File: src/rtl/cfg_reg_bank_arb_pkg.sv
// Shared types and address-map decode for the configuration register bank.
package cfg_reg_bank_arb_pkg;

  typedef enum logic [1:0] {
    ARB_IDLE,
    ARB_GRANT,
    ARB_RESP
  } arb_state_t;

  typedef enum logic [1:0] {
    MAP_RW,
    MAP_STS,
    MAP_ID,
    MAP_NONE
  } map_kind_t;

  localparam int unsigned STS_STARVE_BIT = 7;

  function automatic map_kind_t decode_addr(
    input logic [7:0]  addr,
    input int unsigned num_regs,
    input logic [7:0]  sts_addr,
    input logic [7:0]  id_addr
  );
    if (32'(addr) < num_regs) return MAP_RW;
    if (addr == sts_addr)     return MAP_STS;
    if (addr == id_addr)      return MAP_ID;
    return MAP_NONE;
  endfunction

endpackage

File: src/rtl/cfg_reg_bank_arb_if.sv
// Host (I2C slave) register port and internal req/gnt port of the register bank.
interface cfg_reg_bank_arb_if;

  logic [7:0] host_addr;
  logic [7:0] host_wdata;
  logic       host_wr_en;
  logic       host_rd_en;
  logic [7:0] host_rdata;

  logic       int_req;
  logic       int_we;
  logic [7:0] int_addr;
  logic [7:0] int_wdata;
  logic       int_gnt;
  logic       int_rvalid;
  logic [7:0] int_rdata;
  logic       int_err;

  modport slave (
    input  host_addr, host_wdata, host_wr_en, host_rd_en,
    output host_rdata,
    input  int_req, int_we, int_addr, int_wdata,
    output int_gnt, int_rvalid, int_rdata, int_err
  );

  modport master (
    output host_addr, host_wdata, host_wr_en, host_rd_en,
    input  host_rdata,
    output int_req, int_we, int_addr, int_wdata,
    input  int_gnt, int_rvalid, int_rdata, int_err
  );

endinterface

File: src/rtl/cfg_reg_bank_arb_sts.sv
// Sticky status byte: per-bit set, clear-on-read of only the bits the reader actually saw.
module sts_sticky_reg (
  input  logic       clk,
  input  logic       rst_n,
  input  logic [7:0] set_i,
  input  logic       clr_i,
  output logic [7:0] q_o
);

  logic [7:0] sts_q, sts_d;
  logic [7:0] snap_q;

  // snap_q is what the reader sampled last cycle; bits set since then survive the clear
  always_comb begin
    sts_d = sts_q | set_i;
    if (clr_i) sts_d = (sts_q & ~snap_q) | set_i;
  end

  always_ff @(posedge clk or negedge rst_n) begin
    if (!rst_n) begin
      sts_q  <= '0;
      snap_q <= '0;
    end else begin
      sts_q  <= sts_d;
      snap_q <= sts_q;
    end
  end

  assign q_o = sts_q;

endmodule

File: src/rtl/cfg_reg_bank_arb.sv
// Config register bank: host port has absolute priority, internal requester arbitrated via req/gnt.
module cfg_reg_bank_arb
  import cfg_reg_bank_arb_pkg::*;
#(
  parameter int unsigned NUM_REGS  = 16,
  parameter logic [7:0]  STS_ADDR  = 8'h10,
  parameter logic [7:0]  ID_ADDR   = 8'hFF,
  parameter logic [7:0]  ID_VALUE  = 8'hC5,
  parameter int unsigned MAX_DEFER = 8
) (
  input  logic                  clk,
  input  logic                  rst_n,
  cfg_reg_bank_arb_if.slave     bus,
  input  logic [7:0]            sts_set,
  output logic [8*NUM_REGS-1:0] cfg_regs
);

  localparam int unsigned IDX_W = (NUM_REGS > 1) ? $clog2(NUM_REGS) : 1;
  localparam int unsigned DW    = $clog2(MAX_DEFER + 1);

  arb_state_t       state_q, state_d;
  logic [DW-1:0]    defer_q, defer_d;
  logic             gnt;
  logic             starve;
  logic             host_busy;
  logic [7:0]       regs_q [NUM_REGS];
  logic [7:0]       sts_q;
  logic [7:0]       sts_set_all;
  map_kind_t        host_kind, int_kind;
  logic [IDX_W-1:0] host_idx, int_idx;
  logic [7:0]       int_rd_mux;
  logic             int_err_c;
  logic             rvalid_q, err_q;
  logic [7:0]       rdata_q;

  assign host_busy = bus.host_wr_en | bus.host_rd_en;
  assign host_idx  = bus.host_addr[IDX_W-1:0];
  assign int_idx   = bus.int_addr[IDX_W-1:0];

  always_comb begin
    host_kind = decode_addr(bus.host_addr, NUM_REGS, STS_ADDR, ID_ADDR);
    int_kind  = decode_addr(bus.int_addr, NUM_REGS, STS_ADDR, ID_ADDR);
  end

  always_comb begin
    bus.host_rdata = '0;
    case (host_kind)
      MAP_RW:  bus.host_rdata = regs_q[host_idx];
      MAP_STS: bus.host_rdata = sts_q;
      MAP_ID:  bus.host_rdata = ID_VALUE;
      default: bus.host_rdata = '0;
    endcase
  end

  always_comb begin
    int_rd_mux = '0;
    case (int_kind)
      MAP_RW:  int_rd_mux = regs_q[int_idx];
      MAP_STS: int_rd_mux = sts_q;
      MAP_ID:  int_rd_mux = ID_VALUE;
      default: int_rd_mux = '0;
    endcase
    int_err_c = bus.int_we ? (int_kind != MAP_RW) : (int_kind == MAP_NONE);
  end

  // Any host strobe defers the internal access, so host and internal writes never collide
  always_comb begin
    state_d = state_q;
    defer_d = defer_q;
    gnt     = 1'b0;
    starve  = 1'b0;
    case (state_q)
      ARB_IDLE: begin
        if (bus.int_req) state_d = ARB_GRANT;
      end
      ARB_GRANT: begin
        if (host_busy) begin
          if (defer_q != DW'(MAX_DEFER)) begin
            defer_d = defer_q + DW'(1);
            starve  = (defer_d == DW'(MAX_DEFER));
          end
        end else begin
          gnt     = 1'b1;
          defer_d = '0;
          state_d = ARB_RESP;
        end
      end
      ARB_RESP: state_d = ARB_IDLE;
      default:  state_d = ARB_IDLE;
    endcase
  end

  always_ff @(posedge clk or negedge rst_n) begin
    if (!rst_n) begin
      state_q <= ARB_IDLE;
      defer_q <= '0;
    end else begin
      state_q <= state_d;
      defer_q <= defer_d;
    end
  end

  always_ff @(posedge clk or negedge rst_n) begin
    if (!rst_n) begin
      rvalid_q <= 1'b0;
      err_q    <= 1'b0;
      rdata_q  <= '0;
    end else begin
      rvalid_q <= gnt;
      err_q    <= gnt & int_err_c;
      if (gnt) rdata_q <= bus.int_we ? '0 : int_rd_mux;
    end
  end

  always_ff @(posedge clk or negedge rst_n) begin
    if (!rst_n) begin
      for (int unsigned i = 0; i < NUM_REGS; i++) regs_q[i] <= '0;
    end else begin
      if (bus.host_wr_en && host_kind == MAP_RW) regs_q[host_idx] <= bus.host_wdata;
      if (gnt && bus.int_we && int_kind == MAP_RW) regs_q[int_idx] <= bus.int_wdata;
    end
  end

  always_comb begin
    sts_set_all = sts_set;
    sts_set_all[STS_STARVE_BIT] = sts_set[STS_STARVE_BIT] | starve;
  end

  sts_sticky_reg u_sts (
    .clk   (clk),
    .rst_n (rst_n),
    .set_i (sts_set_all),
    .clr_i (bus.host_rd_en && host_kind == MAP_STS),
    .q_o   (sts_q)
  );

  always_comb begin
    cfg_regs = '0;
    for (int unsigned i = 0; i < NUM_REGS; i++) cfg_regs[8*i +: 8] = regs_q[i];
  end

  assign bus.int_gnt    = gnt;
  assign bus.int_rvalid = rvalid_q;
  assign bus.int_rdata  = rdata_q;
  assign bus.int_err    = err_q;

endmodule

File: src/flat_wrapper.sv
// flat-port wrapper written by rule: the top's interface ports become plain ports
module cfg_reg_bank_arb_flat import cfg_reg_bank_arb_pkg::*;
#(
  parameter int unsigned NUM_REGS  = 16,
  parameter logic [7:0]  STS_ADDR  = 8'h10,
  parameter logic [7:0]  ID_ADDR   = 8'hFF,
  parameter logic [7:0]  ID_VALUE  = 8'hC5,
  parameter int unsigned MAX_DEFER = 8
)
  (clk, rst_n, sts_set, cfg_regs, bus_host_addr, bus_host_wdata, bus_host_wr_en, bus_host_rd_en, bus_host_rdata, bus_int_req, bus_int_we, bus_int_addr, bus_int_wdata, bus_int_gnt, bus_int_rvalid, bus_int_rdata, bus_int_err);
  cfg_reg_bank_arb_if bus_i ();
  input  logic clk;
  input  logic rst_n;
  input  logic [7:0] sts_set;
  output logic [8*NUM_REGS-1:0] cfg_regs;
  input wire logic [$bits(bus_i.host_addr)-1:0] bus_host_addr;
  input wire logic [$bits(bus_i.host_wdata)-1:0] bus_host_wdata;
  input wire logic [$bits(bus_i.host_wr_en)-1:0] bus_host_wr_en;
  input wire logic [$bits(bus_i.host_rd_en)-1:0] bus_host_rd_en;
  output wire logic [$bits(bus_i.host_rdata)-1:0] bus_host_rdata;
  input wire logic [$bits(bus_i.int_req)-1:0] bus_int_req;
  input wire logic [$bits(bus_i.int_we)-1:0] bus_int_we;
  input wire logic [$bits(bus_i.int_addr)-1:0] bus_int_addr;
  input wire logic [$bits(bus_i.int_wdata)-1:0] bus_int_wdata;
  output wire logic [$bits(bus_i.int_gnt)-1:0] bus_int_gnt;
  output wire logic [$bits(bus_i.int_rvalid)-1:0] bus_int_rvalid;
  output wire logic [$bits(bus_i.int_rdata)-1:0] bus_int_rdata;
  output wire logic [$bits(bus_i.int_err)-1:0] bus_int_err;
  assign bus_i.host_addr = bus_host_addr;
  assign bus_i.host_wdata = bus_host_wdata;
  assign bus_i.host_wr_en = bus_host_wr_en;
  assign bus_i.host_rd_en = bus_host_rd_en;
  assign bus_host_rdata = bus_i.host_rdata;
  assign bus_i.int_req = bus_int_req;
  assign bus_i.int_we = bus_int_we;
  assign bus_i.int_addr = bus_int_addr;
  assign bus_i.int_wdata = bus_int_wdata;
  assign bus_int_gnt = bus_i.int_gnt;
  assign bus_int_rvalid = bus_i.int_rvalid;
  assign bus_int_rdata = bus_i.int_rdata;
  assign bus_int_err = bus_i.int_err;
  cfg_reg_bank_arb #(.NUM_REGS(NUM_REGS), .STS_ADDR(STS_ADDR), .ID_ADDR(ID_ADDR), .ID_VALUE(ID_VALUE), .MAX_DEFER(MAX_DEFER)) u_core (.clk(clk), .rst_n(rst_n), .bus(bus_i), .sts_set(sts_set), .cfg_regs(cfg_regs));
endmodule
File: config.mk
export PLATFORM = sky130hd
export DESIGN_NAME = cfg_reg_bank_arb_flat
export DESIGN_NICKNAME = d
export VERILOG_FILES = /design/src/rtl/cfg_reg_bank_arb_pkg.sv /design/src/rtl/cfg_reg_bank_arb_if.sv /design/src/rtl/cfg_reg_bank_arb_sts.sv /design/src/rtl/cfg_reg_bank_arb.sv /design/src/flat_wrapper.sv
export SDC_FILE = /design/constraint.sdc
export NUM_CORES = 1
export LEC_CHECK = 0
export CORE_ASPECT_RATIO = 0.75
export CORE_UTILIZATION = 30
export CTS_BUF_LIST = sky130_fd_sc_hd__clkbuf_8
export CTS_CLUSTER_SIZE = 16
export DETAILED_ROUTE_END_ITERATION = 16
export GPL_TIMING_DRIVEN = 0
export HOLD_SLACK_MARGIN = 0.05
export PLACE_DENSITY = 0.53
export SLEW_MARGIN = 20
export SYNTH_ARGS = -nofsm -noshare
export SYNTH_HDL_FRONTEND = slang
export SYNTH_SLANG_ARGS = --single-unit
File: constraint.sdc
create_clock -name clk -period 4.85 [get_ports clk]
set_clock_uncertainty 0.05 [all_clocks]
set_input_delay 0.7275 -clock clk [delete_from_list [all_inputs] [get_ports clk]]
set_output_delay 0.7275 -clock clk [all_outputs]
set_load 0.02 [all_outputs]
# Word-level counts from Yosys, hierarchy flattened
# Index checks and enable logic that the tools add are counted.
# Widths: inputs -> output; s select.
# totals
wordCells,119
register_bits,160
inputBits,46
# op_classes
n_reduce_logical,12
n_addsub,1
n_mux,53
order_cmp,6
n_eq_ne,15
bitwise,9
# op_table
cell,count
$bwmux 128,2
$mux 128,2
$bmux 8 s4,2
$demux 8 s4,2
$mux 8,8
$pmux 8 s3,2
$mux 2,14
$mux 1,18
$eq 8x5->1 const B,2
$eq 8x8->1 const B,2
$lt 8x5->1 const B,2
$or 8x8->8,2
$ge 5x5->1 const B,2
$lt 5x1->1 const B,2
$not 4->5,2
$and 8x8->8,1
$mux 4,2
$not 8->8,1
$eq 2x1->1 const B,3
$eq 2x2->1 const B,3
$logic_and 1x1->1,6
$logic_not 2->1,3
$ne 2x2->1 const B,3
$add 4x1->4 const B,1
7 further kinds,9

# Longest topological paths before layout
# logic_depth
word_depth,13
depth_mapped,8

# Modules after synthesis
# From an unflattened synthesis, not the netlist that was laid out.
# hier_totals
cells_unflattened,793
area_unflattened_um2,10080.9
# by_module_without_submodules
module,cells_each,instances,area_each_um2
cfg_reg_bank_arb,760,1,9582.9
sts_sticky_reg,33,1,498.0

# Worst setup path before layout
# Ideal clock, no wire load.
# synth_path
path_kind,input to output
startpoint,input bus_host_addr[1]
endpoint,output bus_host_rdata[0]
required_ns,4.073
arrival_ns,2.398
n_path_buf,3
cell_stages,7
setup_slack_ns,1.674
cell_sequence,buf_2 buf_2 buf_2 a211oi_1 a2111oi_0 o211ai_1 a41oi_1
# synth_via
elab_chain_cells,9
# synth_rtl
item,line_no,rtl
from (decl),flat_wrapper.sv:16,input wire logic [$bits(bus_i.host_addr)-1:0] bus_host_addr;
$eq 8x8->1,cfg_reg_bank_arb_pkg.sv:27,if (addr == id_addr) return MAP_ID;
$mux 1 (2 in series),cfg_reg_bank_arb_pkg.sv:27,
$mux 1,cfg_reg_bank_arb_pkg.sv:26,if (addr == sts_addr) return MAP_STS;
$mux 2,cfg_reg_bank_arb_pkg.sv:28,return MAP_NONE;
$mux 2,cfg_reg_bank_arb_pkg.sv:27,
$mux 2,cfg_reg_bank_arb_pkg.sv:26,
"$eq 2x2->1, or another cell as far along",cfg_reg_bank_arb.sv:47,case (host_kind)
$pmux 8 s3 *,cfg_reg_bank_arb.sv:47,
to (decl),flat_wrapper.sv:20,output wire logic [$bits(bus_i.host_rdata)-1:0] bus_host_rdata;
# Every way passes the cells marked *; elsewhere a longest branch is shown, timed or not. The select of a mux whose other input is x is not followed.

# Worst setup path after layout
# Same ends and word-level chain as after synthesis.

==> summary by stage <==
Finish
The area overhead of the layout relative to synthesis is 29.1%. The final layout contains 1,312 nets. The share of cells above drive strength 1 is 11.9%. Leaving out filler cells and counting taps, the final layout contains between 1,500 and 2,000.

The share of the core filled with cells is 39.9%. The commonest non-fill, non-tap cell in the layout is nand2_1. The number of diodes is 0.

The filler cells instantiated in the layout total 3,208. The top cell types in the final layout, fill and taps aside, are nand2_1 (224), clkdlybuf4s50_1 (183), dfrtp_1 (160).

Setup path
The buffering stage count on the worst path with inverters included is 5. Following the worst setup path forward leads to its endpoint at bus_host_rdata[0]. The type of the worst setup path is input port to output port.

The signal on the critical path passes through clkdlybuf4s50_1, clkbuf_4, buf_4, buf_4, a211oi_1, a2111oi_1, o211ai_1, a41oi_1, clkdlybuf4s50_1. The start point of the critical path is bus_host_addr[1]. Data arrives at the worst endpoint at 3.83 ns. The required time of the critical path is 4.07 ns. The largest single stage delay on the critical path is roughly 0.65 ns. The critical path crosses 9 cells after its start point. The endpoint identified for the worst register-to-register timing path is u_core.cfg_regs[32]. The largest fanout on the critical path is 10. The slowest stage of the critical path belongs to the cell clkdlybuf4s50_1.

The depth of the worst register-to-register path is 6. The startpoint identified for the worst register-to-register timing path is u_core.state_q[0]. The startpoint type of the worst setup path is an input port. The critical path endpoint category is an output port. The kind of cell adding the most delay to the critical path is buffers and inverters. The reg2reg setup slack is 1.75 ns.

GRT
The overall track demand over capacity in global routing is 27.6%. The first global-routing pass estimated approximately 66,000 um of wire. After global routing the overflow that remains totals 0. The via count of the first global-routing pass came to 9,498. The number of antenna violations at the first check in global routing is 0. The maximum number of pins on one net before global-route repair is 93.

Logic synthesis
The average footprint of a synthesized cell is 9.24 um2. In this run the cell area of the synthesized design comes to 9790 um2. Counting flops with a built-in enable in the synthesized netlist gives 0.

After synthesis, the netlist uses 64 different library cells. During synthesis, Yosys emitted a total of 0 warnings. The number of instances in the synthesized netlist is 1,060.

Synthesis produced a netlist with a net count of 1,109. The total of flip-flops plus latches after synthesis is 160. The async set-reset flop share out of synthesis is 100%.

The most used flip-flop cell after synthesis is dfrtp_1. Of the synthesized area, sequential elements account for around 41%.

Clock network
The clock tree from TritonCTS is yes. The root buffer cell chosen for the clock tree is clkbuf_8. In this run the post-CTS setup repair buffer count came out at 0. The H-tree level count is 4. The clock drives 160 sinks. The number of clock buffers added by TritonCTS is 17. The clock passes through at most 2 buffers. The hold buffer count at cts is 0. The insertion delay to the later sink of the worst-skew pair is 0.50 ns. The number of gates given a new drive strength after cts is 1.

Clock-pin slew was measured on the worst setup and hold paths at 0.11 ns.

Status
The flow ran to the end, and the final reports show no timing, DRC or antenna violations.

Placement
Counting tap cells, the placed design contains a total of 1,680 instances. The routability congestion estimate is 0.965. Detailed placement finished with a half-perimeter wire length of 35,200 um.

Buffers placed on the I/O ports in this run total 184.

Drt
The vias after detailed routing is 9,847. In the routed design, unresolved DRC markers number 0. The total length of routed wires is 45,700 um.

The violation count after the first detailed-routing iteration is 1,012. The detailed-route wire length per cell is 26.7 um. After detailed routing, the number of vias per cell comes to 5.76.

The residual antenna-violating net count after detailed routing is 0. Before antenna repair, the detailed router went through 8 iterations.

STA
The number of failing hold endpoints at the final stage is 0. The final worst-path cycle share is a little over nine tenths. The final number of max-transition violations is 0. Headroom to the max-slew limit came out at 19.1%.

The fmax is 0.217 GHz. The total negative slack for setup checks is 0 ns. Setup repair after global routing left no endpoint under its margin. Setup violations remaining at the end of the flow were counted as 0.

For the pin with the worst max-slew slack, the measured transition is about 1.2 ns. The worst path needs roughly 4.6 ns of the cycle, external delays included.

Power
The power per cell area is approximately 270 nW/um2. The peak supply drop is 149 uV. Power comes to 3.40 mW. The cell leakage power is 5.33 nW.

Hold path
The path type of the worst min-delay path is input port to async pin.

Floorplan
The total number of placement rows is 56. The top-level I/O count is ~190. The die is roughly 160 um tall. Once the floorplan was initialized, standard cells occupied 30.9% of the core. The floorplan step defined a core boundary enclosing 31,700 um2. The floorplan die area is 33,400 um2. From left edge to right edge, the die measures 211 um.

Run
Max-cap violations in this run came to 0.
==> flip-flops by register name, indices dropped and copies added (netlist names) <==
name and flops:
u_core.cfg_regs 128, u_core.bus.int_err 1, u_core.state_q 2, u_core.u_sts.snap_q 8
u_core.u_sts.q_o 8, u_core.defer_q 4, u_core.bus.int_rvalid 1, u_core.bus.int_rdata 8
==> stage by stage <==
step	setup WS, ns	area [um2]	hold slack, ns
global route	0.0513	12600	0.178
detailed placement	-0.113	12200	0.377
finish	0.244	12600	0.129
floorplan	1.67	9790	0.344
global placement	-4.09	12200	0.360
CTS	0.0105	12600	0.147
==> where the power goes <==
part           internal [mW]  total (mW)  switching (mW)
sequential              1.42        1.56           0.141
combinational          0.342       0.758           0.416
clock                  0.479        1.08           0.596
==> cell families after synthesis <==
logic type,Yosys count,share of synthesized area (%)
multiplexers,141,20.3
adder cells (fa/ha/maj),3,0.383
buffers and inverters,91,4.00
AND/OR/NAND/NOR,453,20.5
XOR/XNOR,2,0.179
AO/OA/AOI/OAI,210,13.7
flip-flops,160,40.9
==> routing by layer <==
metal	vias to the layer above	global-route usage (%)	wire length [um]
li1	4233	-	-
met2	587	40.5	19400
met5	-	0	0
met4	0	7.32	950
met3	58	6.51	4680
met1	4969	40.3	20700
==> synthesized netlist by cell type, drive strengths merged, types with 4 or more instances <==
cell | number | share of area (%)
nor2b | 9 | 0.57
o22ai | 6 | 0.38
a22o | 4 | 0.36
nand3 | 10 | 0.51
buf | 39 | 2.0
a211oi | 7 | 0.54
a2bb2oi | 4 | 0.36
nor3 | 12 | 0.84
a31oi | 86 | 5.5
mux4 | 44 | 10
a21oi | 51 | 2.6
mux2i | 73 | 7.5
nor2 | 145 | 5.8
inv | 14 | 0.54
o311ai | 5 | 0.45
mux2 | 24 | 2.8
o21ai | 10 | 0.51
a21o | 10 | 0.77
nor4 | 10 | 1.0
and2 | 5 | 0.32
nand2 | 226 | 8.7
dfrtp | 160 | 41
nand4 | 10 | 0.64
clkbuf | 37 | 1.4
nand2b | 10 | 0.64
o211ai | 6 | 0.46
==> worst min path at each step <==
stage | startpoint | to
after floorplan | u_core.u_sts.q_o[4] | u_core.u_sts.snap_q[4]
after global placement | u_core.u_sts.q_o[3] | u_core.u_sts.snap_q[3]
after detailed placement | u_core.u_sts.q_o[3] | u_core.u_sts.snap_q[3]
after CTS | rst_n | u_core.cfg_regs[0]
after global routing | rst_n | u_core.cfg_regs[0]
final | rst_n | u_core.cfg_regs[0]
==> worst reg2reg max path, delay by kind of cell (launching register included) <==
kind,cells,cell delay (ns)
buffers and inverters,3,1.49
AND/OR/NAND/NOR,2,0.79
flip-flops,1,0.43
AO/OA/AOI/OAI,1,0.18
==> layout make-up <==
cell class | instances | area [um2] | share of cell area, %
Buffer | 75 | 339 | 2.68
Clock buffer | 18 | 248 | 1.96
Clock inverter | 14 | 156 | 1.24
Inverter | 15 | 56.3 | 0.445
Multi-Input combinational cell | 809 | 5430 | 42.9
Sequential cell | 160 | 4000 | 31.7
Tap cell | 435 | 544 | 4.30
Timing Repair Buffer | 185 | 1870 | 14.8
Power figures use the tool's default switching activity.
